### config.mk
export PLATFORM = sky130hd
export DESIGN_NAME = fetch_unit_flat
export DESIGN_NICKNAME = d
export VERILOG_FILES = /design/src/rtl/fetch_unit_if.sv /design/src/rtl/fetch_unit.sv /design/src/flat_wrapper.sv
export SDC_FILE = /design/constraint.sdc
export NUM_CORES = 1
export LEC_CHECK = 0
export CAP_MARGIN = 20
export CORE_AREA = 2 2 175 177
export DETAILED_ROUTE_END_ITERATION = 6
export DIE_AREA = 0 0 177 179
export GPL_TIMING_DRIVEN = 0
export PLACE_DENSITY = 0.77
export SLEW_MARGIN = 20
export SYNTH_ARGS = -nofsm -noshare
export SYNTH_HDL_FRONTEND = slang
export SYNTH_SLANG_ARGS = --single-unit
export TNS_END_PERCENT = 5
### constraint.sdc
create_clock -name clk -period 4.3 [get_ports clk]
set_input_delay 0.645 -clock clk [delete_from_list [all_inputs] [get_ports clk]]
set_output_delay 0.645 -clock clk [all_outputs]
set_load 0.03 [all_outputs]
### src/rtl/fetch_unit_if.sv
// Signal bundle between the fetch stage, instruction memory, decode and the EX redirect path.
// master is the fetch stage side; slave is the environment that surrounds it.
interface fetch_unit_if;
    logic        imem_req_valid;
    logic [31:0] imem_req_addr;
    logic        imem_req_ready;
    logic        imem_resp_valid;
    logic [31:0] imem_resp_inst;
    logic        inst_valid;
    logic [31:0] inst;
    logic [31:0] inst_pc;
    logic        inst_ready;
    logic        redirect_valid;
    logic [31:0] redirect_pc;

    modport master (
        output imem_req_valid,
        output imem_req_addr,
        input  imem_req_ready,
        input  imem_resp_valid,
        input  imem_resp_inst,
        output inst_valid,
        output inst,
        output inst_pc,
        input  inst_ready,
        input  redirect_valid,
        input  redirect_pc
    );

    modport slave (
        input  imem_req_valid,
        input  imem_req_addr,
        output imem_req_ready,
        output imem_resp_valid,
        output imem_resp_inst,
        input  inst_valid,
        input  inst,
        input  inst_pc,
        output inst_ready,
        output redirect_valid,
        output redirect_pc
    );
endinterface

### src/rtl/fetch_unit.sv
// Instruction fetch stage: owns the PC, issues in-order word reads and buffers
// returned instructions with their PC in a first-word-fall-through FIFO for decode.
module fetch_unit #(
    parameter logic [31:0] RESET_PC = 32'h0000_0000,
    parameter int          DEPTH    = 4
) (
    input  logic         clk,
    input  logic         reset,
    fetch_unit_if.master bus
);
    localparam int AW = $clog2(DEPTH);
    localparam int CW = AW + 1;
    localparam int OW = CW + 1;
    localparam logic [OW-1:0] DEPTH_W = OW'(DEPTH);

    logic          run_reg;
    logic [31:0]   pc_reg;
    logic [CW-1:0] outstanding_reg;
    logic [CW-1:0] drop_cnt_reg;
    logic [CW-1:0] count_reg;
    logic [AW-1:0] pcq_wr_reg;
    logic [AW-1:0] pcq_rd_reg;
    logic [AW-1:0] fifo_wr_reg;
    logic [AW-1:0] fifo_rd_reg;

    logic [31:0] pcq_mem       [DEPTH];
    logic [31:0] fifo_pc_mem   [DEPTH];
    logic [31:0] fifo_inst_mem [DEPTH];

    logic          inst_valid_int;
    logic          pop;
    logic          req_valid;
    logic          accept;
    logic          resp;
    logic          fifo_push;
    logic          fifo_pop;
    logic [OW-1:0] occupancy;
    logic          unused_redirect_lsbs;

    // Occupancy counts in-flight requests plus buffered entries, so a full
    // FIFO can never be overrun by responses already on their way.
    assign inst_valid_int = !reset && (count_reg != '0);
    assign pop            = inst_valid_int && bus.inst_ready;
    assign occupancy      = {1'b0, outstanding_reg} + {1'b0, count_reg} - OW'(pop);
    assign req_valid      = !reset && run_reg && !bus.redirect_valid && (occupancy < DEPTH_W);
    assign accept         = req_valid && bus.imem_req_ready;
    assign resp           = bus.imem_resp_valid;
    assign fifo_push      = resp && (drop_cnt_reg == '0) && !bus.redirect_valid;
    assign fifo_pop       = pop && !bus.redirect_valid;

    assign unused_redirect_lsbs = ^bus.redirect_pc[1:0];

    assign bus.imem_req_valid = req_valid;
    assign bus.imem_req_addr  = pc_reg;
    assign bus.inst_valid     = inst_valid_int;
    assign bus.inst           = fifo_inst_mem[fifo_rd_reg];
    assign bus.inst_pc        = fifo_pc_mem[fifo_rd_reg];

    always_ff @(posedge clk) begin
        if (reset) begin
            run_reg         <= 1'b0;
            pc_reg          <= RESET_PC;
            outstanding_reg <= '0;
            drop_cnt_reg    <= '0;
            count_reg       <= '0;
            pcq_wr_reg      <= '0;
            pcq_rd_reg      <= '0;
            fifo_wr_reg     <= '0;
            fifo_rd_reg     <= '0;
        end else begin
            run_reg <= 1'b1;

            if (bus.redirect_valid) begin
                pc_reg <= {bus.redirect_pc[31:2], 2'b00};
            end else if (accept) begin
                pc_reg <= pc_reg + 32'd4;
            end

            outstanding_reg <= outstanding_reg + CW'(accept) - CW'(resp);
            if (accept) begin
                pcq_wr_reg <= pcq_wr_reg + AW'(1);
            end
            if (resp) begin
                pcq_rd_reg <= pcq_rd_reg + AW'(1);
            end

            // Every request still in flight predates the redirect (including ones
            // already marked for dropping), so exactly those are discarded.
            if (bus.redirect_valid) begin
                drop_cnt_reg <= outstanding_reg - CW'(resp);
            end else if (resp && (drop_cnt_reg != '0)) begin
                drop_cnt_reg <= drop_cnt_reg - CW'(1);
            end

            if (bus.redirect_valid) begin
                count_reg   <= '0;
                fifo_wr_reg <= '0;
                fifo_rd_reg <= '0;
            end else begin
                if (fifo_push) begin
                    fifo_wr_reg <= fifo_wr_reg + AW'(1);
                end
                if (fifo_pop) begin
                    fifo_rd_reg <= fifo_rd_reg + AW'(1);
                end
                count_reg <= count_reg + CW'(fifo_push) - CW'(fifo_pop);
            end
        end
    end

    // Storage arrays carry no reset; validity is tracked by the pointers and counters.
    always_ff @(posedge clk) begin
        if (accept) begin
            pcq_mem[pcq_wr_reg] <= pc_reg;
        end
        if (fifo_push) begin
            fifo_pc_mem[fifo_wr_reg]   <= pcq_mem[pcq_rd_reg];
            fifo_inst_mem[fifo_wr_reg] <= bus.imem_resp_inst;
        end
        if (!reset && resp) begin
            assert (outstanding_reg != '0);
        end
    end
endmodule

### src/flat_wrapper.sv
// flat-port wrapper written by rule: the top's interface ports become plain ports
module fetch_unit_flat 
#(
    parameter logic [31:0] RESET_PC = 32'h0000_0000,
    parameter int          DEPTH    = 4
)
  (clk, reset, bus_imem_req_valid, bus_imem_req_addr, bus_imem_req_ready, bus_imem_resp_valid, bus_imem_resp_inst, bus_inst_valid, bus_inst, bus_inst_pc, bus_inst_ready, bus_redirect_valid, bus_redirect_pc);
  fetch_unit_if bus_i ();
  input  logic clk;
  input  logic reset;
  output wire logic [$bits(bus_i.imem_req_valid)-1:0] bus_imem_req_valid;
  output wire logic [$bits(bus_i.imem_req_addr)-1:0] bus_imem_req_addr;
  input wire logic [$bits(bus_i.imem_req_ready)-1:0] bus_imem_req_ready;
  input wire logic [$bits(bus_i.imem_resp_valid)-1:0] bus_imem_resp_valid;
  input wire logic [$bits(bus_i.imem_resp_inst)-1:0] bus_imem_resp_inst;
  output wire logic [$bits(bus_i.inst_valid)-1:0] bus_inst_valid;
  output wire logic [$bits(bus_i.inst)-1:0] bus_inst;
  output wire logic [$bits(bus_i.inst_pc)-1:0] bus_inst_pc;
  input wire logic [$bits(bus_i.inst_ready)-1:0] bus_inst_ready;
  input wire logic [$bits(bus_i.redirect_valid)-1:0] bus_redirect_valid;
  input wire logic [$bits(bus_i.redirect_pc)-1:0] bus_redirect_pc;
  assign bus_imem_req_valid = bus_i.imem_req_valid;
  assign bus_imem_req_addr = bus_i.imem_req_addr;
  assign bus_i.imem_req_ready = bus_imem_req_ready;
  assign bus_i.imem_resp_valid = bus_imem_resp_valid;
  assign bus_i.imem_resp_inst = bus_imem_resp_inst;
  assign bus_inst_valid = bus_i.inst_valid;
  assign bus_inst = bus_i.inst;
  assign bus_inst_pc = bus_i.inst_pc;
  assign bus_i.inst_ready = bus_inst_ready;
  assign bus_i.redirect_valid = bus_redirect_valid;
  assign bus_i.redirect_pc = bus_redirect_pc;
  fetch_unit #(.RESET_PC(RESET_PC), .DEPTH(DEPTH)) u_core (.clk(clk), .reset(reset), .bus(bus_i));
endmodule
==> flow_metrics.py, run 1 <==
metrics = {
    "run_status": {
        "status": "finished clean",
    },
    "die": {
        "die_h_um": 179,
        "initial_utilization_pct": 54.2,
        "core_area_um2": 30000,
        "io_pins": 168,
        "die_w_um": 177,
        "die-area_um2": 31700,
        "rows": 64,
    },
    "synth": {
        "ys_seq_area_share_pct": 74.3,
        "ys_seq_elements": 420,
        "synthesis.area_um2": 16300,
        "netlist_instances": 839,
        "synthArstFlopShare_pct": 0,
        "synth_edf_count": 368,
        "ys_warn_count": 0,
        "synth_cell_type_count": 56,
        "syn_area_per_cell_um2": 19.4,
        "synth_flop_cell": "edfxtp_1",
    },
    "finish": {
        "design_area_um2": 20000,
        "layout_commonest_cell": "edfxtp_1",
        "biggestRegsByFlops": "u_core.fifo_inst_mem (128), u_core.fifo_pc_mem (120), u_core.pcq_mem (120)",
        "fillCellCount": 2025,
        "layout-drive-gt1-share_pct": 17.3,
        "n_antenna_cell": 0,
        "multiInputGateArea_um2": 3900,
        "regArea_um2": 12100,
        "max_flop_register": "u_core.fifo_inst_mem",
        "largest_reg_flops": 128,
        "syn_to_final_growth_pct": 22.9,
        "fin_nets": 1149,
        "mostFrequentLayoutCells": "edfxtp_1 (368), clkdlybuf4s50_1 (160), mux4_2 (92), dfxtp_1 (52), clkbuf_16 (44)",
    },
    "global_route": {
        "antenna_found_initial": 0,
        "grt_use_total_pct": 21.2,
        "grt_max_degree": 35,
        "grt_pass1_vias": 8581,
        "grt-ovfl-total": 0,
        "grt_first_pass_wirelength_um": 50200,
    },
    "critical_path": {
        "criticalPathCategory": "in -> out",
        "crit_required_ps": 3650,
        "r2r_cells": 12,
        "critPathLaunchType": "input port",
        "crit_path_end_kind": "primary output",
        "worstPathMaxFanout": 10,
        "r2r-start": "u_core.count_reg[1]",
        "rrSetupSlack_ps": 470,
        "r2r-end": "u_core.pcq_mem[3][15]",
        "arrival_ps": 3530,
    },
    "route": {
        "drtPass1Iterations": 5,
        "drt-initial-drc-count": 827,
        "drc": 0,
        "post_drt_wl_per_cell_um": 22.4,
        "drt-total-wl_um": 33200,
        "viasPerCell": 5.82,
        "num_vias": 8622,
        "drtAntennaViolNets": 0,
    },
    "placed_design": {
        "place.gp.congestion": 0.895,
        "pre_cts_ws_ps": -855,
        "io_buffers": 161,
        "post_dp_cell_area_um2": 18600,
        "hpwl_um": 21200,
    },
    "timing": {
        "post-route-period-util_pct": 97.2,
        "max_freq_mhz": 239,
        "min_period_ps": 4180,
        "finalHoldViolCount": 0,
        "relSlewSlack_pct": 35.7,
        "fin_skew_ps": 14.9,
        "worst_slew_pin_slew_ps": 951,
        "rsz0062_at_grt": "no",
        "hold_ws_ps": 534,
        "tns_ps": 0,
        "finalSetupViolations": 0,
        "drv_slew": 0,
        "setup_ws_ps": 121,
    },
    "cts": {
        "htree_levels": 2,
        "max-clock-path-buffers": 3,
        "cts_buffers": 42,
        "cts-root-buf": "clkbuf_16",
        "clkSlewWorstSetupHoldPaths_ps": 60,
        "cts_tree": "yes",
        "cts_sinks": 420,
        "clkLatencyLatePin_ps": 530,
    },
    "min_path": {
        "worst_hold_path_type": "reg -> reg",
        "min_to": "u_core.pcq_rd_reg[1]",
        "min-delay-start": "u_core.pcq_rd_reg[1]",
        "min_path_cells": 2,
    },
    "job": {
        "drv_cap": 0,
    },
    "power": {
        "p_per_area_nw_per_um2": 456,
        "peakVddDrop_mv": 0.256,
        "p_leak_uw": 0.00631,
    },
}
-- final cells by class --
class | instances | area share, %
flip-flops and latches | 420 | 60.5
multi-input cells | 351 | 19.5
repair buffers | 170 | 9.05
clock buffers | 59 | 6.04
well taps | 396 | 2.48
clock inverters | 16 | 0.970
plain buffers | 39 | 0.901
inverters | 31 | 0.582
-- routing by layer --
metal	wire, µm	track usage, %	vias up
met5	0	0	-
met4	764	5.96	0
met3	2190	3.99	64
met2	16200	35.1	343
met1	14000	29.2	4384
li1	-	-	3831
-- cells in the mapped netlist (5+ instances only) --
cell type	number	area share, %
xnor2_1	23	1.2
a211oi_1	25	1.2
nand4_1	7	0.27
nand3_1	11	0.34
a21oi_1	8	0.25
nor3_1	6	0.18
dfxtp_1	52	6.4
a311oi_1	6	0.32
or4_1	6	0.28
mux4_2	92	13
ha_1	22	1.7
nand2_1	21	0.48
and2_1	10	0.38
inv_1	30	0.69
o31ai_1	5	0.23
edfxtp_1	368	68
nor2_1	40	0.92
clkbuf_1	21	0.48
buf_1	13	0.30
-- power breakdown --
part | switching (µW) | internal [µW]
logic | 458 | 344
clock network | 1470 | 2200
registers | 83.2 | 4570
total | 2010 | 7110
-- worst max-delay path by stage --
stage,startpoint,end
6_report,reset,bus_imem_req_valid
5_1_grt,reset,bus_imem_req_valid
4_1_cts,reset,bus_imem_req_valid
3_5_place_dp,reset,bus_imem_req_valid
3_3_place_gp,reset,u_core.pcq_mem[0][26]
2_1_floorplan,reset,u_core.pcq_mem[1][10]
-- cell families after synthesis --
kind of cell	after synthesis	share of synthesized area, %
DFF	420	74.3
and+or+nand+nor	124	3.89
muxes	95	12.9
AOI/OAI and AO/OA	77	3.60
buffers and inverters	71	1.82
xor gates and xnor gates	27	1.45
adders and majority gates	24	1.94
other	1	0.0231
-- metrics by stage --
stage               cells  utilization [%]  total power, µW
floorplan             842                -             5180
finish               1482             66.6             9120
global placement     1399             61.2             5500
detailed placement   1407             61.9             5530
global route         1482             66.6             9390
CTS                  1482             66.6             9180
-- what timing repair did --
action                                  in CTS  in global routing
hold buffers                                 0                  0
endpoints found under the setup margin      62                  0
setup buffers                                1                  0
resized for setup                            6                  0
-- critical path, cell delays in order --
cell and delay [ps]:
clkdlybuf4s50_1 540, clkbuf_4 260, nor2_1 90, and2_1 170
ha_1 170, inv_1 50, ha_1 210, and3b_1 170
o211ai_1 370, clkbuf_1 380, a21oi_1 150, clkdlybuf4s18_2 310
(Power assumes the default switching activity.)
==> inputs of run 2 (changes only) <==
--- a/config.mk
+++ b/config.mk
@@ -9,7 +9,6 @@
 export CORE_AREA = 2 2 175 177
 export DETAILED_ROUTE_END_ITERATION = 6
 export DIE_AREA = 0 0 177 179
-export GPL_TIMING_DRIVEN = 0
 export PLACE_DENSITY = 0.77
 export SLEW_MARGIN = 20
 export SYNTH_ARGS = -nofsm -noshare
==> run 2 against run 1 <==
  * Power down 2.1%
  * Hold slack worse by 6.3 ps
  * Die area unchanged
  * Sequential share of layout area up 0.46 points
  * Highest routed layer unchanged
==> flow_metrics.py, run 2 (synthesized netlist as in run 1, its figures left out) <==
metrics = {
    "timing": {
        "hold_ws_ps": 528,
        "worst_slew_pin_slew_ps": 956,
        "finalSetupViolations": 0,
        "max_freq_mhz": 264,
        "tns_ps": 0,
        "finalHoldViolCount": 0,
        "drv_slew": 0,
        "setup_ws_ps": 506,
        "fin_skew_ps": 18.3,
        "relSlewSlack_pct": 36.2,
        "min_period_ps": 3790,
        "rsz0062_at_grt": "no",
        "post-route-period-util_pct": 88.2,
    },
    "critical_path": {
        "arrival_ps": 3150,
        "crit_path_start": "u_core.count_reg[1]",
        "crit_path_end_kind": "primary output",
        "criticalPathCategory": "reg -> out",
        "r2r-start": "u_core.count_reg[1]",
        "worstPathMaxFanout": 18,
        "crit_required_ps": 3650,
        "critPathLaunchType": "flop",
    },
    "finish": {
        "max_flop_register": "u_core.fifo_inst_mem",
        "regArea_um2": 12100,
        "largest_reg_flops": 128,
        "fin_nets": 1130,
        "biggestRegsByFlops": "u_core.fifo_inst_mem (128), u_core.fifo_pc_mem (120), u_core.pcq_mem (120)",
        "design_area_um2": 19900,
        "fillCellCount": 2050,
        "mostFrequentLayoutCells": "edfxtp_1 (368), clkdlybuf4s50_1 (160), mux4_2 (92), dfxtp_1 (48), clkbuf_16 (44)",
        "syn_to_final_growth_pct": 22.1,
        "multiInputGateArea_um2": 3890,
        "layout-drive-gt1-share_pct": 18.1,
        "layout_commonest_cell": "edfxtp_1",
        "n_antenna_cell": 0,
    },
    "cts": {
        "cts-root-buf": "clkbuf_16",
        "cts_tree": "yes",
        "cts-hold-fix-buffers": 0,
        "clkLatencyLatePin_ps": 530,
        "cts_buffers": 42,
        "cts_sinks": 420,
        "cts_setup_buffers": 0,
        "max-clock-path-buffers": 3,
        "clkSlewWorstSetupHoldPaths_ps": 60,
        "ctsResizeCount": 0,
        "htree_levels": 2,
    },
    "route": {
        "drtAntennaViolNets": 0,
        "viasPerCell": 5.75,
        "drc": 0,
        "num_vias": 8405,
        "post_drt_wl_per_cell_um": 21.6,
        "drtPass1Iterations": 5,
        "drt-initial-drc-count": 717,
        "drt-total-wl_um": 31500,
    },
    "power": {
        "peakVddDrop_mv": 0.293,
        "finalPower_uw": 8930,
        "p_per_area_nw_per_um2": 450,
        "p_leak_uw": 0.00630,
    },
    "global_route": {
        "antenna_found_initial": 0,
        "grt_first_pass_wirelength_um": 48500,
        "grt-ovfl-total": 0,
        "grt_use_total_pct": 20.2,
        "grt_pass1_vias": 8583,
        "grt_max_degree": 63,
    },
    "die": {
        "initial_utilization_pct": 54.2,
        "die_w_um": 177,
        "io_pins": 168,
        "core_area_um2": 30000,
        "rows": 64,
        "die_h_um": 179,
        "die-area_um2": 31700,
    },
    "placed_design": {
        "io_buffers": 161,
        "pre_cts_ws_ps": 421,
        "place.gp.congestion": 0.819,
        "hpwl_um": 19700,
        "post_dp_cell_area_um2": 18500,
    },
    "run_status": {
        "status": "finished clean",
    },
    "min_path": {
        "min-delay-start": "u_core.pcq_rd_reg[1]",
        "worst_hold_path_type": "reg -> reg",
    },
    "job": {
        "drv_cap": 0,
    },
}
==> run 2: per-layer routing <==
layer | vias to the layer above | part of all wire [%] | GRT usage [%] | wire (µm)
li1 | 3790 | - | - | -
met1 | 4300 | 43 | 28.8 | 13700
met2 | 278 | 49 | 33.4 | 15400
met3 | 37 | 6.3 | 3.16 | 2000
met4 | 0 | 1.4 | 4.68 | 436
met5 | - | 0 | 0 | 0
==> run 2: final timing paths <==
path	endpoint	slack (ps)	cells past startpoint
worst max-delay path	bus_imem_req_valid	510	11
worst min-delay path	u_core.pcq_rd_reg[1]	530	2
worst max register to register	u_core.pcq_mem[0][28]	870	13
worst min register to register	u_core.pcq_rd_reg[1]	530	2
==> run 2: critical path: stages (launching register included) <==
cell,delay (ps)
dfxtp_1,350
nor3_1,310
nor2_1,90
and2_1,170
ha_1,170
inv_1,50
ha_1,210
and3b_1,170
or4_4,480
buf_4,220
a21oi_1,210
buf_4,200
==> run 2: stage by stage <==
stage	utilization, %	std cells
floorplan	-	842
global placement	61.7	1388
detailed placement	61.7	1388
CTS	66.1	1463
global route	66.1	1463
finish	66.1	1463
==> run 2: final cells by class <==
type / instances / share of cell area [%]
well taps: 396 / 2.49
clock buffers: 60 / 5.95
repair buffers: 190 / 9.70
clock inverters: 15 / 0.743
inverters: 31 / 0.586
flip-flops and latches: 420 / 60.9
multi-input cells: 351 / 19.6
==> run 2: power breakdown <==
group          internal, µW  switching [µW]
clock                  2090            1420
combinational           338             419
sequential             4570             102
total                  6990            1940
==> inputs of run 3 (changes only) <==
--- a/config.mk
+++ b/config.mk
@@ -9,7 +9,8 @@
 export CORE_AREA = 2 2 175 177
 export DETAILED_ROUTE_END_ITERATION = 6
 export DIE_AREA = 0 0 177 179
-export PLACE_DENSITY = 0.77
+export HOLD_SLACK_MARGIN = 0.05
+export PLACE_DENSITY_LB_ADDON = 0.2
 export SLEW_MARGIN = 20
 export SYNTH_ARGS = -nofsm -noshare
 export SYNTH_HDL_FRONTEND = slang
==> run 3 against run 2 <==
  * Core utilization shrank 0.38 points
  * Combinational power is 1% higher
  * Clock power decreased by 7.1%
  * Non-clock buffer count shrank 1
  * Via count is 1.2% lower
==> flow_metrics.py, run 3 (synthesized netlist as in run 1, its figures left out) <==
metrics = {
    "power": {
        "p_comb_share_pct": 8.8,
        "pwr-share-seq_pct": 53.6,
        "p_int_uw": 6770,
        "switching_share_pct": 22.0,
        "peakVddDrop_mv": 0.280,
        "p_leak_uw": 0.00623,
        "p_per_area_nw_per_um2": 440,
        "pwr-share-clk_pct": 37.6,
        "p_switching_uw": 1910,
    },
    "critical_path": {
        "crit_path_end_kind": "primary output",
        "r2r_cells": 12,
        "criticalPathCategory": "reg -> out",
        "r2r-end": "u_core.bus.imem_req_addr[27]",
        "critPathLaunchType": "flop",
        "r2r-start": "u_core.count_reg[1]",
        "worstPathMaxFanout": 4,
        "rrSetupSlack_ps": 810,
        "arrival_ps": 3390,
        "crit_required_ps": 3650,
    },
    "timing": {
        "relSlewSlack_pct": 44.4,
        "hold_ws_ps": 534,
        "drv_slew": 0,
        "worst_slew_pin_slew_ps": 834,
        "finalSetupViolations": 0,
        "tns_ps": 0,
        "rsz0062_at_grt": "no",
        "post-route-period-util_pct": 93.9,
        "min_period_ps": 4040,
        "max_freq_mhz": 248,
        "fin_skew_ps": 25.8,
        "finalHoldViolCount": 0,
    },
    "route": {
        "num_vias": 8308,
        "drtPass1Iterations": 5,
        "drt-initial-drc-count": 536,
        "drt-total-wl_um": 30800,
        "viasPerCell": 5.70,
        "drtAntennaViolNets": 0,
        "drc": 0,
        "post_drt_wl_per_cell_um": 21.2,
    },
    "cts": {
        "clkSlewWorstSetupHoldPaths_ps": 60,
        "cts-hold-fix-buffers": 0,
        "clkLatencyLatePin_ps": 540,
        "cts-root-buf": "clkbuf_16",
        "cts_sinks": 420,
        "cts_setup_buffers": 0,
        "cts_buffers": 40,
        "htree_levels": 2,
        "cts_tree": "yes",
        "max-clock-path-buffers": 3,
        "ctsResizeCount": 0,
    },
    "global_route": {
        "grt_pass1_vias": 8402,
        "grt.busiest_layer": "met2",
        "grt_max_degree": 41,
        "grt_first_pass_wirelength_um": 47300,
        "gr-usage-met3_pct": 3.29,
        "grt-ovfl-total": 0,
        "antenna_found_initial": 0,
        "grtUsageMet1_pct": 28.3,
        "met2_usage_pct": 31.7,
        "grt_use_total_pct": 19.7,
    },
    "die": {
        "rows": 64,
        "die_h_um": 179,
        "core_area_um2": 30000,
        "initial_utilization_pct": 54.2,
        "die_w_um": 177,
        "io_pins": 168,
        "die-area_um2": 31700,
    },
    "min_path": {
        "worst_hold_path_type": "reg -> reg",
        "min_path_cells": 2,
        "min-delay-start": "u_core.pcq_rd_reg[1]",
    },
    "finish": {
        "multiInputGateArea_um2": 3900,
        "layout_commonest_cell": "edfxtp_1",
        "layout-drive-gt1-share_pct": 17.2,
        "regArea_um2": 12100,
        "fillCellCount": 2059,
        "syn_to_final_growth_pct": 21.4,
        "largest_reg_flops": 128,
        "fin_nets": 1127,
        "biggestRegsByFlops": "u_core.fifo_inst_mem (128), u_core.fifo_pc_mem (120), u_core.pcq_mem (120)",
        "max_flop_register": "u_core.fifo_inst_mem",
        "n_antenna_cell": 0,
        "mostFrequentLayoutCells": "edfxtp_1 (368), clkdlybuf4s50_1 (161), mux4_2 (92), dfxtp_1 (48), clkbuf_16 (41)",
    },
    "job": {
        "drv_cap": 0,
    },
    "placed_design": {
        "hpwl_um": 19600,
        "place.gp.congestion": 0.809,
        "io_buffers": 161,
    },
    "run_status": {
        "status": "finished clean",
    },
}
## run 3: worst max-delay path, cell delays in order (launching register included)
cell,delay (ps)
dfxtp_1,350
nor3_1,290
nor2_1,90
and2_1,170
ha_1,170
inv_1,50
ha_1,210
and3b_1,170
or4_4,480
a21oi_1,180
clkdlybuf4s50_1,700
## run 3: final cells by class
cell class              instances  area share (%)
inverters                      31           0.589
clock buffers                  53            5.42
well taps                     396            2.51
repair buffers                189            9.80
multi-input cells             351            19.7
clock inverters                17           0.678
flip-flops and latches        420            61.3
## run 3: worst max-delay path by stage
stage / from / endpoint / depth (start not counted)
after global placement: reset / bus_imem_req_valid / 10
after detailed placement: reset / bus_imem_req_valid / 10
after floorplan: reset / u_core.pcq_mem[1][10] / 11
final: u_core.count_reg[1] / bus_imem_req_valid / 10
after CTS: u_core.count_reg[1] / bus_imem_req_valid / 10
after global routing: u_core.count_reg[1] / bus_imem_req_valid / 10
## run 3: power groups by stage
| stage | sequential [µW] | clock (µW) | combinational, µW |
|---|---|---|---|
| after floorplan | 4740 | 0 | 441 |
| after global placement | 4740 | 0 | 760 |
| after detailed placement | 4750 | 0 | 770 |
| after CTS | 4660 | 3330 | 775 |
| after global routing | 4670 | 3460 | 828 |
| final | 4660 | 3260 | 767 |
## run 3: stage by stage
| step | std cells | total power (µW) | area, µm² | util, % | setup WS [ps] |
|---|---|---|---|---|---|
| global route | 1457 | 8960 | 19700 | 65.8 | 67.9 |
| CTS | 1457 | 8760 | 19700 | 65.8 | 250 |
| detailed placement | 1387 | 5520 | 18500 | 61.7 | 356 |
| floorplan | 842 | 5180 | 16300 | - | 85.0 |
| global placement | 1387 | 5500 | 18500 | 61.7 | 358 |
| finish | 1457 | 8690 | 19700 | 65.8 | 264 |
## run 3: metal layers
| layer | part of all wire (%) | wire (µm) | up-vias |
|---|---|---|---|
| li1 | - | - | 3783 |
| met1 | 44 | 13700 | 4226 |
| met2 | 48 | 14900 | 256 |
| met3 | 5.4 | 1670 | 43 |
| met4 | 1.8 | 558 | 0 |
| met5 | 0 | 0 | - |
